<file path="src/rtl/seg_pkg.sv">
// Shared active-low 7-segment patterns {g,f,e,d,c,b,a} for counter-chain display blocks.
package seg_pkg;

  localparam logic [6:0] SEG_0    = 7'h40;
  localparam logic [6:0] SEG_1    = 7'h79;
  localparam logic [6:0] SEG_2    = 7'h24;
  localparam logic [6:0] SEG_3    = 7'h30;
  localparam logic [6:0] SEG_4    = 7'h19;
  localparam logic [6:0] SEG_5    = 7'h12;
  localparam logic [6:0] SEG_6    = 7'h02;
  localparam logic [6:0] SEG_7    = 7'h78;
  localparam logic [6:0] SEG_8    = 7'h00;
  localparam logic [6:0] SEG_9    = 7'h10;
  localparam logic [6:0] SEG_DASH = 7'h3F;
  localparam logic [6:0] SEG_OFF  = 7'h7F;

endpackage

</file>
<file path="src/rtl/bcd_to_seg.sv">
// Combinational BCD to active-low 7-segment decoder; codes 10-15 show a dash.
module bcd_to_seg
  import seg_pkg::*;
(
  input  logic [3:0] i_code,
  output logic [6:0] o_seg
);

  always_comb begin
    o_seg = SEG_DASH;
    case (i_code)
      4'd0:    o_seg = SEG_0;
      4'd1:    o_seg = SEG_1;
      4'd2:    o_seg = SEG_2;
      4'd3:    o_seg = SEG_3;
      4'd4:    o_seg = SEG_4;
      4'd5:    o_seg = SEG_5;
      4'd6:    o_seg = SEG_6;
      4'd7:    o_seg = SEG_7;
      4'd8:    o_seg = SEG_8;
      4'd9:    o_seg = SEG_9;
      default: o_seg = SEG_DASH;
    endcase
  end

endmodule

</file>
<file path="src/rtl/seg_scan.sv">
// Multiplexed 7-segment scanner with per-frame input snapshot and leading-zero blanking.
module seg_scan
  import seg_pkg::*;
#(
  parameter int unsigned N_DIGITS    = 4,
  parameter int unsigned REFRESH_DIV = 1000,
  parameter int unsigned DIV_BITS    = 16
) (
  input  logic                  clk,
  input  logic                  reset,
  input  logic [4*N_DIGITS-1:0] digits,
  input  logic [N_DIGITS-1:0]   dp_in,
  input  logic                  blank_lz,
  output logic [N_DIGITS-1:0]   an,
  output logic [6:0]            seg,
  output logic                  dp
);

  localparam int unsigned IDX_BITS = $clog2(N_DIGITS);

  logic [DIV_BITS-1:0]   r_div;
  logic [IDX_BITS-1:0]   r_idx;
  logic [4*N_DIGITS-1:0] r_snap_digits;
  logic [N_DIGITS-1:0]   r_snap_dp;
  logic                  r_snap_blank;
  logic [N_DIGITS-1:0]   r_an;
  logic [6:0]            r_seg;
  logic                  r_dp;

  logic                  w_tick;
  logic                  w_wrap;
  logic [3:0]            w_code;
  logic                  w_sel_dp;
  logic                  w_sel_blank;
  logic [N_DIGITS-1:0]   w_blank;
  logic                  w_run;
  logic [6:0]            w_dec;

  assign w_tick = (r_div == DIV_BITS'(REFRESH_DIV - 1));
  assign w_wrap = w_tick && (r_idx == IDX_BITS'(N_DIGITS - 1));

  // A digit is blanked only while every digit from the top down to it is zero.
  always_comb begin
    w_blank = '0;
    w_run   = r_snap_blank;
    for (int k = N_DIGITS - 1; k >= 1; k--) begin
      w_run      = w_run && (r_snap_digits[4*k +: 4] == 4'd0);
      w_blank[k] = w_run;
    end
  end

  always_comb begin
    w_code      = '0;
    w_sel_dp    = 1'b0;
    w_sel_blank = 1'b0;
    for (int k = 0; k < N_DIGITS; k++) begin
      if (r_idx == IDX_BITS'(k)) begin
        w_code      = r_snap_digits[4*k +: 4];
        w_sel_dp    = r_snap_dp[k];
        w_sel_blank = w_blank[k];
      end
    end
  end

  bcd_to_seg u_dec (
    .i_code (w_code),
    .o_seg  (w_dec)
  );

  always_ff @(posedge clk or posedge reset) begin
    if (reset) begin
      r_div         <= '0;
      r_idx         <= '0;
      r_snap_digits <= '0;
      r_snap_dp     <= '0;
      r_snap_blank  <= 1'b0;
      r_an          <= '1;
      r_seg         <= SEG_OFF;
      r_dp          <= 1'b1;
    end else begin
      r_div <= w_tick ? '0 : r_div + DIV_BITS'(1);
      if (w_tick) begin
        r_idx <= w_wrap ? '0 : r_idx + IDX_BITS'(1);
      end
      if (w_wrap) begin
        r_snap_digits <= digits;
        r_snap_dp     <= dp_in;
        r_snap_blank  <= blank_lz;
      end
      r_an  <= ~(N_DIGITS'(1) << r_idx);
      r_seg <= w_sel_blank ? SEG_OFF : w_dec;
      r_dp  <= w_sel_blank ? 1'b1 : ~w_sel_dp;
    end
  end

  assign an  = r_an;
  assign seg = r_seg;
  assign dp  = r_dp;

endmodule

</file>
<file path="config.mk">
export PLATFORM = sky130hd
export DESIGN_NAME = seg_scan
export DESIGN_NICKNAME = d
export VERILOG_FILES = /design/src/rtl/seg_pkg.sv /design/src/rtl/bcd_to_seg.sv /design/src/rtl/seg_scan.sv
export SDC_FILE = /design/constraint.sdc
export NUM_CORES = 1
export LEC_CHECK = 0
export BUFFER_PORTS_ARGS = -buffer_cell sky130_fd_sc_hd__buf_4
export CAP_MARGIN = 20
export CELL_PAD_IN_SITES_DETAIL_PLACEMENT = 1
export CELL_PAD_IN_SITES_GLOBAL_PLACEMENT = 1
export CORE_MARGIN = 5
export CORE_UTILIZATION = 40
export DETAILED_ROUTE_END_ITERATION = 12
export GPL_ROUTABILITY_DRIVEN = 0
export PLACE_DENSITY_LB_ADDON = 0.05
export SLEW_MARGIN = 10
export SYNTH_ARGS = -nofsm -noshare
export SYNTH_HDL_FRONTEND = slang
export SYNTH_SLANG_ARGS = --single-unit
</file>
<file path="constraint.sdc">
create_clock -name clk -period 1.77 [get_ports clk]
set_input_delay 0.177 -clock clk [delete_from_list [all_inputs] [get_ports clk]]
set_output_delay 0.177 -clock clk [all_outputs]
set_load 0.02 [all_outputs]
</file>
# [Word level (Yosys, flattened, before mapping)]
# Memory sizes are Yosys's and may differ from the RTL's.
# Cells that the tools add are included.
[op_classes] reduce_logical=8 muxes=15 multipliers=0 shifts=1 eq_ne=4 n_div=0 n_bitwise=2 order_cmp=0 addsub=2
[ops] operator="adder 16 x 1 -> 16 bit (second input constant)" count=1
[ops] operator="equality test 16 x 10 -> 1 bit (second input constant)" count=1
[ops] operator="2-to-1 mux 16 bit" count=1
[ops] operator="2-to-1 mux 4 bit" count=4
[ops] operator="zero test 4 bit" count=3
[ops] operator="2-to-1 mux 1 bit" count=8
[ops] operator="2-to-1 mux 7 bit" count=1
[ops] operator="equality test 2 bit (second input constant)" count=2
[ops] operator="logical AND 1 bit" count=4
[ops] operator="NOT 4 bit" count=1
[ops] operator="left shift 1 x 2 -> 4 bit (first input constant)" count=1
[ops] operator="adder 2 x 1 -> 2 bit (second input constant)" count=1
[ops] operator="equality test 2 x 1 -> 1 bit (second input constant)" count=1
[ops] operator="zero test 2 bit" count=1
[ops] operator="2-to-1 mux 2 bit" count=1
[ops] operator="NOT 1 bit" count=1
[totals] input_bits=23 word_cells=41 regBits=51 output_inout_bits=12 romBits=112 ramBits=0 latchBits=0 memories=1
[mem_list] memory="(name not given)" depth=16 word_bits=7 rd=1 rd_ports_with_merged_regs=0 wr=0 line_no="bcd_to_seg.sv:11" rtl="case (i_code)"

# [Logic depth before layout (Yosys ltp)]
# Gate-level depths: netlist of the first run.
[depth] ltp_word=8 ltp_mapped=8 mapped_depth_nobuf=7

# [By module]
# From an unflattened synthesis of the first run, not the netlist that was laid out.
[hier_totals] cells_unflattened=214 hier_area_um2=2489.9
[by_module_without_submodules] mod="seg_scan" area_each_um2=2284.7 instances=1 seq_area_each_um2=1291.2 cells_per_inst=181
[by_module_without_submodules] mod="bcd_to_seg" area_each_um2=205.2 instances=1 seq_area_each_um2=0.0 cells_per_inst=33

# [Worst setup path before layout of the first run]
# No wires, ideal clock.
[synth_path] path_type="reg-to-reg" startpoint="register r_idx[1]" endpoint="register r_seg[3] (netlist: seg[3])" synth_period_minus_slack_ns=1.905 t_required_ns=1.703 t_arrival_ns=1.839 n_path_buf=1 path_stages_with_launch=9 setup_time_ns=0.067 path_slack_ns=-0.135 path_cell_list="dfrtp_1 -> inv_1 -> ha_1 -> buf_2 -> nand3b_1 -> a211oi_2 -> ha_1 -> a21o_1 -> nand4_1"
[synth_via] elab_chain_cells=7 elab_cells_between_ends=13 cone_classes="3 x eq/ne; 8 x mux; 1 x reduce/logical; 1 x memory"
[synth_rtl] item="start, declared" line_no="seg_scan.sv:22" rtl="logic [IDX_BITS-1:0] r_idx;"
[synth_rtl] item="start signal, assigned" line_no="seg_scan.sv:83" rtl="r_idx <= w_wrap ? '0 : r_idx + IDX_BITS'(1);"
[synth_rtl] item="zero test 2 bit" line_no="seg_scan.sv:57" rtl="if (r_idx == IDX_BITS'(k)) begin"
[synth_rtl] item="2-to-1 mux 4 bit (4 in series)" line_no="seg_scan.sv:57"
[synth_rtl] item="memory (16 x 7 bit)"
[synth_rtl] item="2-to-1 mux 7 bit *" line_no="seg_scan.sv:91" rtl="r_seg <= w_sel_blank ? SEG_OFF : w_dec;"
[synth_rtl] item="end signal, assigned" line_no="seg_scan.sv:91"
[synth_rtl] item="end, declared" line_no="seg_scan.sv:27" rtl="logic [6:0] r_seg;"
# Every way passes the cells marked *; elsewhere a longest branch is shown, timed or not.
# A chain may end at the register's enable or synchronous reset.

# [Final worst setup path of the first run]
[layout_path] startpoint="register r_idx[0]" endpoint="register r_seg[3] (netlist: seg[3])"
# Same word-level chain as after synthesis.

==> qor.yml, run 1 <==
rrSetupSlack_ns: -0.15
top_usage_layer: "met2"
nets: 310
diodes: 0
hold_depth: 2
pwr_density_cell_nw_per_um2: 655
setup_slack_ns: -0.154
yosys-top-cells-area: "dfrtp_1 (39%), dfstp_2 (12%), mux2_4 (12%)"
required_ns: 2.00
synth_cell_types: 48
gr-total-overflow: 0
root_buffer: "clkbuf_8"
rsz0062_at_grt: "true"
remaining_drc_errors: 0
path_clk_slew_ns: 0.09
critPathLaunchType: "flip-flop"
yosys.area.top_type: "dfrtp_1"
antenna_left: 0
max-vdd-ir-drop_v: 0.000564
r2r_cells: 8
die_h_um: 89.4
final_cells: 359
design.die.area_sq_um: 8000
ys_top_cells_by_count: "dfrtp_1 (39), mux2_4 (20), dfstp_2 (12), inv_1 (12), nor2_1 (10)"
cp_max_fo: 6
finalSetupViolCount: 7
dp_hpwl_mm: 4.70
leakagePower_nw: 1.57
min_path_type: "input port to flip-flop"
numCtsBuffers: 5
tightest_slew_ns: 0.584
clkLatencyLatePin_ns: 0.30
ys_ff_latch: 51
end_kind: "flip-flop"
slew_viol_final: 0
drive_above_1_share_pct: 50.7
synth.net_count: 233
rows: 29
post-route-period-util_pct: 109
num_io_pins: 35
synth_top_area_share_pct: 38.7
path_class: "flip-flop to flip-flop"
grtUsageTotal_pct: 17.7
wl_per_cell_um: 18.4
first_pass_iters: 4
vias: 1882
fmax_mhz: 520
fin_tns_setup_ns: -0.847
use_met2_pct: 35.5
totalPowerFinal_mw: 2.25
syn_to_final_growth_pct: 36.3
tritoncts: "built"
initial_utilization_pct: 40.4
synthArstFlopShare_pct: 100
wirelength_mm: 6.61
antenna_found_initial: 0
min_to: "r_snap_digits[10]"
finClkSkew_ns: 0.0115
die_x_um: 89.4
h-tree-depth: 2
hold_viol_final: 0
synth_area_sq_um: 2520
min_from: "digits[10]"
grt_max_degree: 24
grt_pass1_vias: 2227
met3_usage_pct: 3.13
core_sq_um: 6240
reg2reg_from: "r_idx[0]"
cts_buffer_depth: 2
post-route-min-period_ns: 1.92
drv_cap: 0
viasPerCell: 5.24
avgSynthCellArea_sq_um: 12.4
ys.warnings.count: 0
violations: "negative setup slack"
yosysSeqAreaShare_pct: 51.2
syn_inst: 204
met1_usage_pct: 19.1
place.port_buffers: 34
grt_first_pass_wirelength_mm: 10.8
yosysMostFrequentCell: "dfrtp_1"
dp.cells: 343
cts.sinks: 51
rr_endpoint: "seg[3]"
arrival_ns: 2.16
startpoint: "r_idx[0]"
synth-main-ff-cell: "dfrtp_1"
synth_edf_count: 0
slew_headroom_pct: 60.9
outcome: "finished, violations left"
drt_iter0_markers: 35
[worst max-delay path, stage by stage, from the launching register on]
cell      delay, ns
dfrtp_1        0.43
buf_6          0.14
ha_4           0.17
buf_12         0.14
nand3b_1       0.21
a211oi_4       0.29
ha_4           0.24
a21o_1         0.16
nand4_1        0.08
[layout make-up]
type                       instances  area [sq um]
inverter                          12          45.0
clock buffer                       7          76.3
multi-input combinational        137          1310
tap                               77          96.3
fill                             659          2800
clock inverter                     1          30.0
sequential                        51          1290
timing repair buffer              74           591
[state kept, by name, summed over array words and instances (netlist names)]
name           cells
an                 4
dp                 1
r_div             16
r_idx              2
r_snap_blank       1
r_snap_digits     16
r_snap_dp          4
seg                7
[cells in the final DEF, fill, tap and decap left out, drive strengths merged, types with 2 or more instances in the layout]
| cell | n |
|---|---|
| a211oi | 8 |
| a21oi | 5 |
| a221oi | 3 |
| and3 | 2 |
| and4b | 2 |
| buf | 73 |
| clkbuf | 7 |
| dfrtp | 39 |
| dfstp | 12 |
| ha | 6 |
| inv | 12 |
| mux2 | 21 |
| nand2 | 12 |
| nand3 | 8 |
| nand3b | 5 |
| nand4 | 3 |
| nand4b | 2 |
| nor2 | 10 |
| nor2b | 3 |
| nor3 | 6 |
| nor3b | 4 |
| nor4 | 3 |
| o211ai | 2 |
| o21ai | 7 |
| or3 | 2 |
| xnor2 | 5 |
| xor2 | 6 |
[metrics by stage]
stage | util, % | hold WS, ns | setup slack [ns] | area [sq um]
after CTS | 53.6 | 0.0909 | -0.132 | 3350
after detailed placement | 49.6 | 0.228 | -0.217 | 3100
after floorplan | - | 0.326 | -0.0822 | 2560
final | 55.1 | 0.104 | -0.154 | 3440
after global placement | 49.6 | 0.217 | -0.148 | 3100
after global routing | 55.1 | 0.0874 | -0.253 | 3440
[where the power goes]
group / internal (mW) / switching, mW
logic: 0.121 / 0.100
clock network: 0.423 / 0.367
registers: 1.21 / 0.0262
total: 1.76 / 0.493
[metal layers]
metal,up-vias,wire length (um)
met5,-,0
met4,0,28
met3,4,197
met2,27,3910
met1,971,2470
li1,880,-
[worst max path at each step]
| stage | end | slack, ns |
|---|---|---|
| after detailed placement | seg[5] | -0.22 |
| after CTS | seg[3] | -0.13 |
| final | seg[3] | -0.15 |
| after global routing | seg[4] | -0.25 |
| after floorplan | seg[3] | -0.08 |
| after global placement | seg[1] | -0.15 |
[kinds of logic after synthesis]
logic type                 share of synthesized area, %
buffers and inverters                              5.21
AOI/OAI and AO/OA                                  9.52
DFF                                                51.2
xor gates and xnor gates                           3.82
adders and majority gates                          2.97
muxes                                              12.3
and+or+nand+nor                                    15.0
[what timing repair did]
action	4_1_cts	5_1_grt
cloned	2	1
pin swaps	9	5
hold buffers	1	0
endpoints found under the setup margin	28	28
resized for setup	21	7
setup buffers	1	3
endpoints found under the hold margin	18	0
(Power assumes the default switching activity.)
==> run 2, diff against run 1 <==
- ABC_AREA: not set -> 1
- BUFFER_PORTS_ARGS: -buffer_cell sky130_fd_sc_hd__buf_4 -> -buffer_cell sky130_fd_sc_hd__buf_2
- CORE_UTILIZATION: 40 -> 38
- GPL_ROUTABILITY_DRIVEN: 0 -> not set
==> qor.yml, run 2 <==
outcome: "complete, no violations"
finalSetupViolCount: 0
place.gp.congestion: 0.777
fmax_mhz: 568
synthArstFlopShare_pct: 100
dp_hpwl_mm: 4.90
die_h_um: 92.5
gr-total-overflow: 0
postLayoutCellArea_sq_um: 3240
antenna_left: 0
viasPerCell: 4.86
synth_area_sq_um: 2590
yosys.area.top_type: "dfrtp_1"
cts.sinks: 51
synth-main-ff-cell: "dfrtp_1"
tritoncts: "built"
h-tree-depth: 2
final_cell_mix: "nand2_1 (84), inv_1 (38), dfrtp_1 (38)"
vias: 2190
first_pass_iters: 4
cts_buffer_depth: 2
syn_to_final_growth_pct: 25.4
num_io_pins: 35
grt_first_pass_wirelength_mm: 11.4
end_kind: "flip-flop"
drive_above_1_share_pct: 31.8
numCtsBuffers: 5
critPathLaunchType: "flip-flop"
ys_ff_latch: 51
fin_util_pct: 48.3
nets: 399
dp.cells: 436
cp_max_fo: 3
yosysSeqAreaShare_pct: 49.9
diodes: 0
post-route-period-util_pct: 99.5
synth.net_count: 342
min_path_type: "input port to flip-flop"
die_x_um: 92.5
post-route-min-period_ns: 1.76
dp_slack_ns: -0.0630
wl_per_cell_um: 14.7
finClkSkew_ns: 0.00787
yosysMostFrequentCell: "nand2_1"
final_common_cell: "nand2_1"
root_buffer: "clkbuf_8"
avgSynthCellArea_sq_um: 8.26
ys_top_cells_by_count: "nand2_1 (86), inv_1 (43), dfrtp_1 (39), nor2_1 (21)"
core_sq_um: 6720
drv_cap: 0
grt_max_degree: 52
initial_utilization_pct: 38.5
setup_slack_ns: 0.00826
grt_pass1_vias: 2332
antenna_found_initial: 0
max-vdd-ir-drop_v: 0.000332
synth_top_area_share_pct: 37.7
slew_viol_final: 0
leakagePower_nw: 1.51
path_clk_slew_ns: 0.09
required_ns: 2.02
hold_viol_final: 0
clkLatencyLatePin_ns: 0.30
arrival_ns: 2.01
tightest_slew_ns: 0.305
slew_headroom_pct: 79.4
placed_cell_area_sq_um: 2970
grtUsageTotal_pct: 16.6
remaining_drc_errors: 0
path_class: "flip-flop to flip-flop"
synth_cell_types: 26
yosys-top-cells-area: "dfrtp_1 (38%), nand2_1 (12%), dfstp_2 (12%)"
final_cells: 451
pwr_density_cell_nw_per_um2: 602
design.die.area_sq_um: 8560
place.port_buffers: 34
rsz0062_at_grt: "true"
rows: 30
wirelength_mm: 6.61
worst_hold_slack_ns: 0.0712
syn_inst: 313
synth_edf_count: 0
ys.warnings.count: 0
drt_iter0_markers: 59
==> run 2: kinds of logic (layout without fill, tap and decap cells) <==
family                   count (synthesis)  in the layout  synth area share (%)
adder cells (fa/ha/maj)                  6              6                  2.90
flip-flops                              51             51                  49.9
XOR/XNOR                                 7              7                  2.37
AND/OR/NAND/NOR                        150            150                  25.5
buffers and inverters                   52            110                  8.56
AO/OA/AOI/OAI                           47             47                  10.7
==> run 2: metrics by stage <==
stage,setup TNS [ns],total power [mW]
final,0,1.95
after global routing,-0.436,2.06
after CTS,0,1.99
after detailed placement,-0.131,1.24
after global placement,0,1.24
after floorplan,0,1.20
==> run 2: path summary, 6_finish.rpt <==
kind | slack [ns] | depth (start not counted) | endpoint | startpoint
min | 0.07 | 3 | r_snap_digits[0] | digits[0]
max reg2reg | 0.008 | 12 | seg[3] | r_idx[1]
min in group asynchronous | 0.47 | 4 | r_div[12] | reset
max | 0.008 | 12 | seg[3] | r_idx[1]
max in group asynchronous | 1.01 | 4 | an[3] | reset
min reg2reg | 0.47 | 1 | r_div[15] | r_div[15]
==> run 2: layout make-up <==
cell class                      count  area (sq um)
Tap cell                           80           100
Inverter                           45           174
Multi-Input combinational cell    210          1190
Clock buffer                        8           100
Fill cell                         844          3480
Sequential cell                    51          1290
Timing Repair Buffer               57           390
==> run 2: layer usage <==
metal | wire (um) | vias up | share of wire, % | track usage [%]
met5 | 0 | - | 0 | 0
met2 | 3050 | 36 | 46 | 25.8
met3 | 234 | 5 | 3.5 | 3.09
li1 | - | 1106 | - | -
met4 | 56 | 0 | 0.85 | 4.46
met1 | 3270 | 1043 | 49 | 23.8
==> run 2: report_power, final <==
part	total [mW]	internal (mW)	switching [mW]	leakage (nW)
registers	1.17	1.17	0	0.545
clock network	0.732	0.358	0.374	0.0515
logic	0.0545	0.0231	0.0314	0.916
==> run 2: what timing repair did <==
item                                    4_1_cts  5_1_grt
pin swaps                                     3       10
hold endpoints to repair                     39        0
buffers inserted                              4        2
endpoints found under the setup margin        7       10
hold buffers                                  1        0
resized for setup                            10       20
==> run 2: critical path, stage by stage, from the launching register on <==
cell and delay [ns]:
dfrtp_1 0.43, inv_2 0.10, ha_4 0.19, buf_4 0.14
nand2_2 0.08, nand3_4 0.08, a21oi_4 0.20, ha_4 0.24
inv_2 0.05, nand2_1 0.04, nand2_1 0.05, nand2_1 0.04
nand2_1 0.07
==> run 3, diff against run 2 <==
- PLACE_DENSITY_LB_ADDON: 0.05 -> 0.08
- clock period: 1.77 -> 1.46 ns (I/O delays scaled with it)
==> qor.yml, run 3 (synthesis gave the netlist of run 2 again) <==
rr_endpoint: "seg[3]"
place.gp.congestion: 0.801
design.die.area_sq_um: 8560
vias: 2521
tritoncts: "built"
dp_hpwl_mm: 5.12
wl_per_cell_um: 17.1
grtUsageTotal_pct: 20.5
initial_utilization_pct: 38.5
remaining_drc_errors: 0
drt_iter0_markers: 67
cp_max_fo: 5
drv_cap: 0
die_h_um: 92.5
gr-total-overflow: 0
die_x_um: 92.5
tightest_slew_ns: 0.313
path_clk_slew_ns: 0.09
wirelength_mm: 8.56
post-route-min-period_ns: 1.82
r2r_cells: 12
min_from: "digits[3]"
end_kind: "flip-flop"
leakagePower_nw: 1.84
grt_first_pass_wirelength_mm: 13.7
clkLatencyLatePin_ns: 0.31
final_common_cell: "nand2_1"
cts.sinks: 51
finClkSkew_ns: 0.00812
dp_slack_ns: -0.388
arrival_ns: 2.06
antenna_found_initial: 0
outcome: "finished, violations left"
post-route-period-util_pct: 124
grt_pass1_vias: 2702
rows: 30
rrSetupSlack_ns: -0.36
rsz0062_at_grt: "true"
slew_headroom_pct: 79.0
violations: "negative setup slack"
core_sq_um: 6720
final_cell_mix: "nand2_1 (61), buf_4 (56), dfrtp_1 (37)"
path_class: "flip-flop to flip-flop"
fmax_mhz: 551
placed_cell_area_sq_um: 3190
viasPerCell: 5.02
num_io_pins: 35
antenna_left: 0
grt_max_degree: 52
slew_viol_final: 0
critPathLaunchType: "flip-flop"
required_ns: 1.70
place.port_buffers: 34
finalSetupViolCount: 40
hold_depth: 3
fin_tns_setup_ns: -8.21
h-tree-depth: 2
reg2reg_from: "r_idx[1]"
drive_above_1_share_pct: 51.4
setup_slack_ns: -0.356
min_path_type: "input port to flip-flop"
min_to: "r_snap_digits[3]"
nets: 450
hold_viol_final: 0
cts_buffer_depth: 2
pwr_density_cell_nw_per_um2: 581
max-vdd-ir-drop_v: 0.000452
first_pass_iters: 4
numCtsBuffers: 5
postLayoutCellArea_sq_um: 3950
diodes: 0
syn_to_final_growth_pct: 52.8
root_buffer: "clkbuf_8"
-- run 3: cell count changes in the layout (fill, tap and decap cells not counted), moves of 5 or more --
cell	previous run	this run
buf_4	17	56
buf_6	2	10
nand2_1	84	61
nand2_2	7	26
nor2_1	19	13
nor2_4	1	6
o21ai_0	16	11
-- run 3: worst max-delay path by stage --
stage / slack, ns / endpoint / from / cells after the start
3_3_place_gp: -0.29 / seg[3] / r_idx[0] / 12
5_1_grt: -0.45 / seg[2] / r_idx[1] / 9
6_report: -0.36 / seg[3] / r_idx[1] / 12
2_1_floorplan: -0.30 / seg[3] / r_idx[0] / 13
3_5_place_dp: -0.39 / seg[3] / r_idx[0] / 12
4_1_cts: -0.23 / seg[3] / r_idx[1] / 12
-- run 3: metrics by stage --
stage / power, mW / hold WS, ns / instances / util, %
2_1_floorplan: 1.46 / 0.255 / 313 / -
5_1_grt: 2.42 / 0.0258 / 502 / 58.8
4_1_cts: 2.32 / 0.0296 / 499 / 55.4
3_3_place_gp: 1.51 / 0.216 / 467 / 47.5
6_report: 2.30 / 0.0284 / 502 / 58.8
3_5_place_dp: 1.51 / 0.223 / 467 / 47.5
-- run 3: critical path, cell delays in order (launching register included) --
cell and delay [ns]:
dfrtp_1 0.43, buf_6 0.14, ha_4 0.18, a21oi_4 0.14, nand2_2 0.10, a21oi_4 0.17
inv_2 0.08, ha_4 0.27, inv_2 0.03, nand2_1 0.05, nand2_1 0.05, nand2_1 0.07
nand2_2 0.05
-- run 3: repair_timing --
action | CTS | global route
pin swaps | 19 | 31
gates resized for setup | 63 | 51
hold buffers | 1 | 0
gates cloned | 4 | 0
setup buffers | 20 | 9
endpoints found under the hold margin | 39 | 0
setup endpoints to repair | 39 | 46
-- run 3: final cells by class --
class	instances	area [sq um]
Multi-Input combinational cell	210	1430
Fill cell	772	2770
Sequential cell	51	1290
Tap cell	80	100
Timing Repair Buffer	108	866
Clock buffer	8	80.1
Inverter	45	181
-- run 3: layer usage --
layer | vias up | part of all wire (%) | track usage, % | wire length, um
met3 | 13 | 3.9 | 4.14 | 332
li1 | 1215 | - | - | -
met1 | 1236 | 45 | 27.1 | 3870
met4 | 0 | 1.5 | 5.57 | 128
met2 | 57 | 49 | 34.1 | 4230
met5 | - | 0 | 0 | 0
-- run 3: where the power goes --
| group | switching, mW | internal, mW | leakage (nW) |
|---|---|---|---|
| Combinational | 0.0396 | 0.0281 | 1.25 |
| Sequential | 0 | 1.41 | 0.543 |
| Clock | 0.473 | 0.342 | 0.0395 |
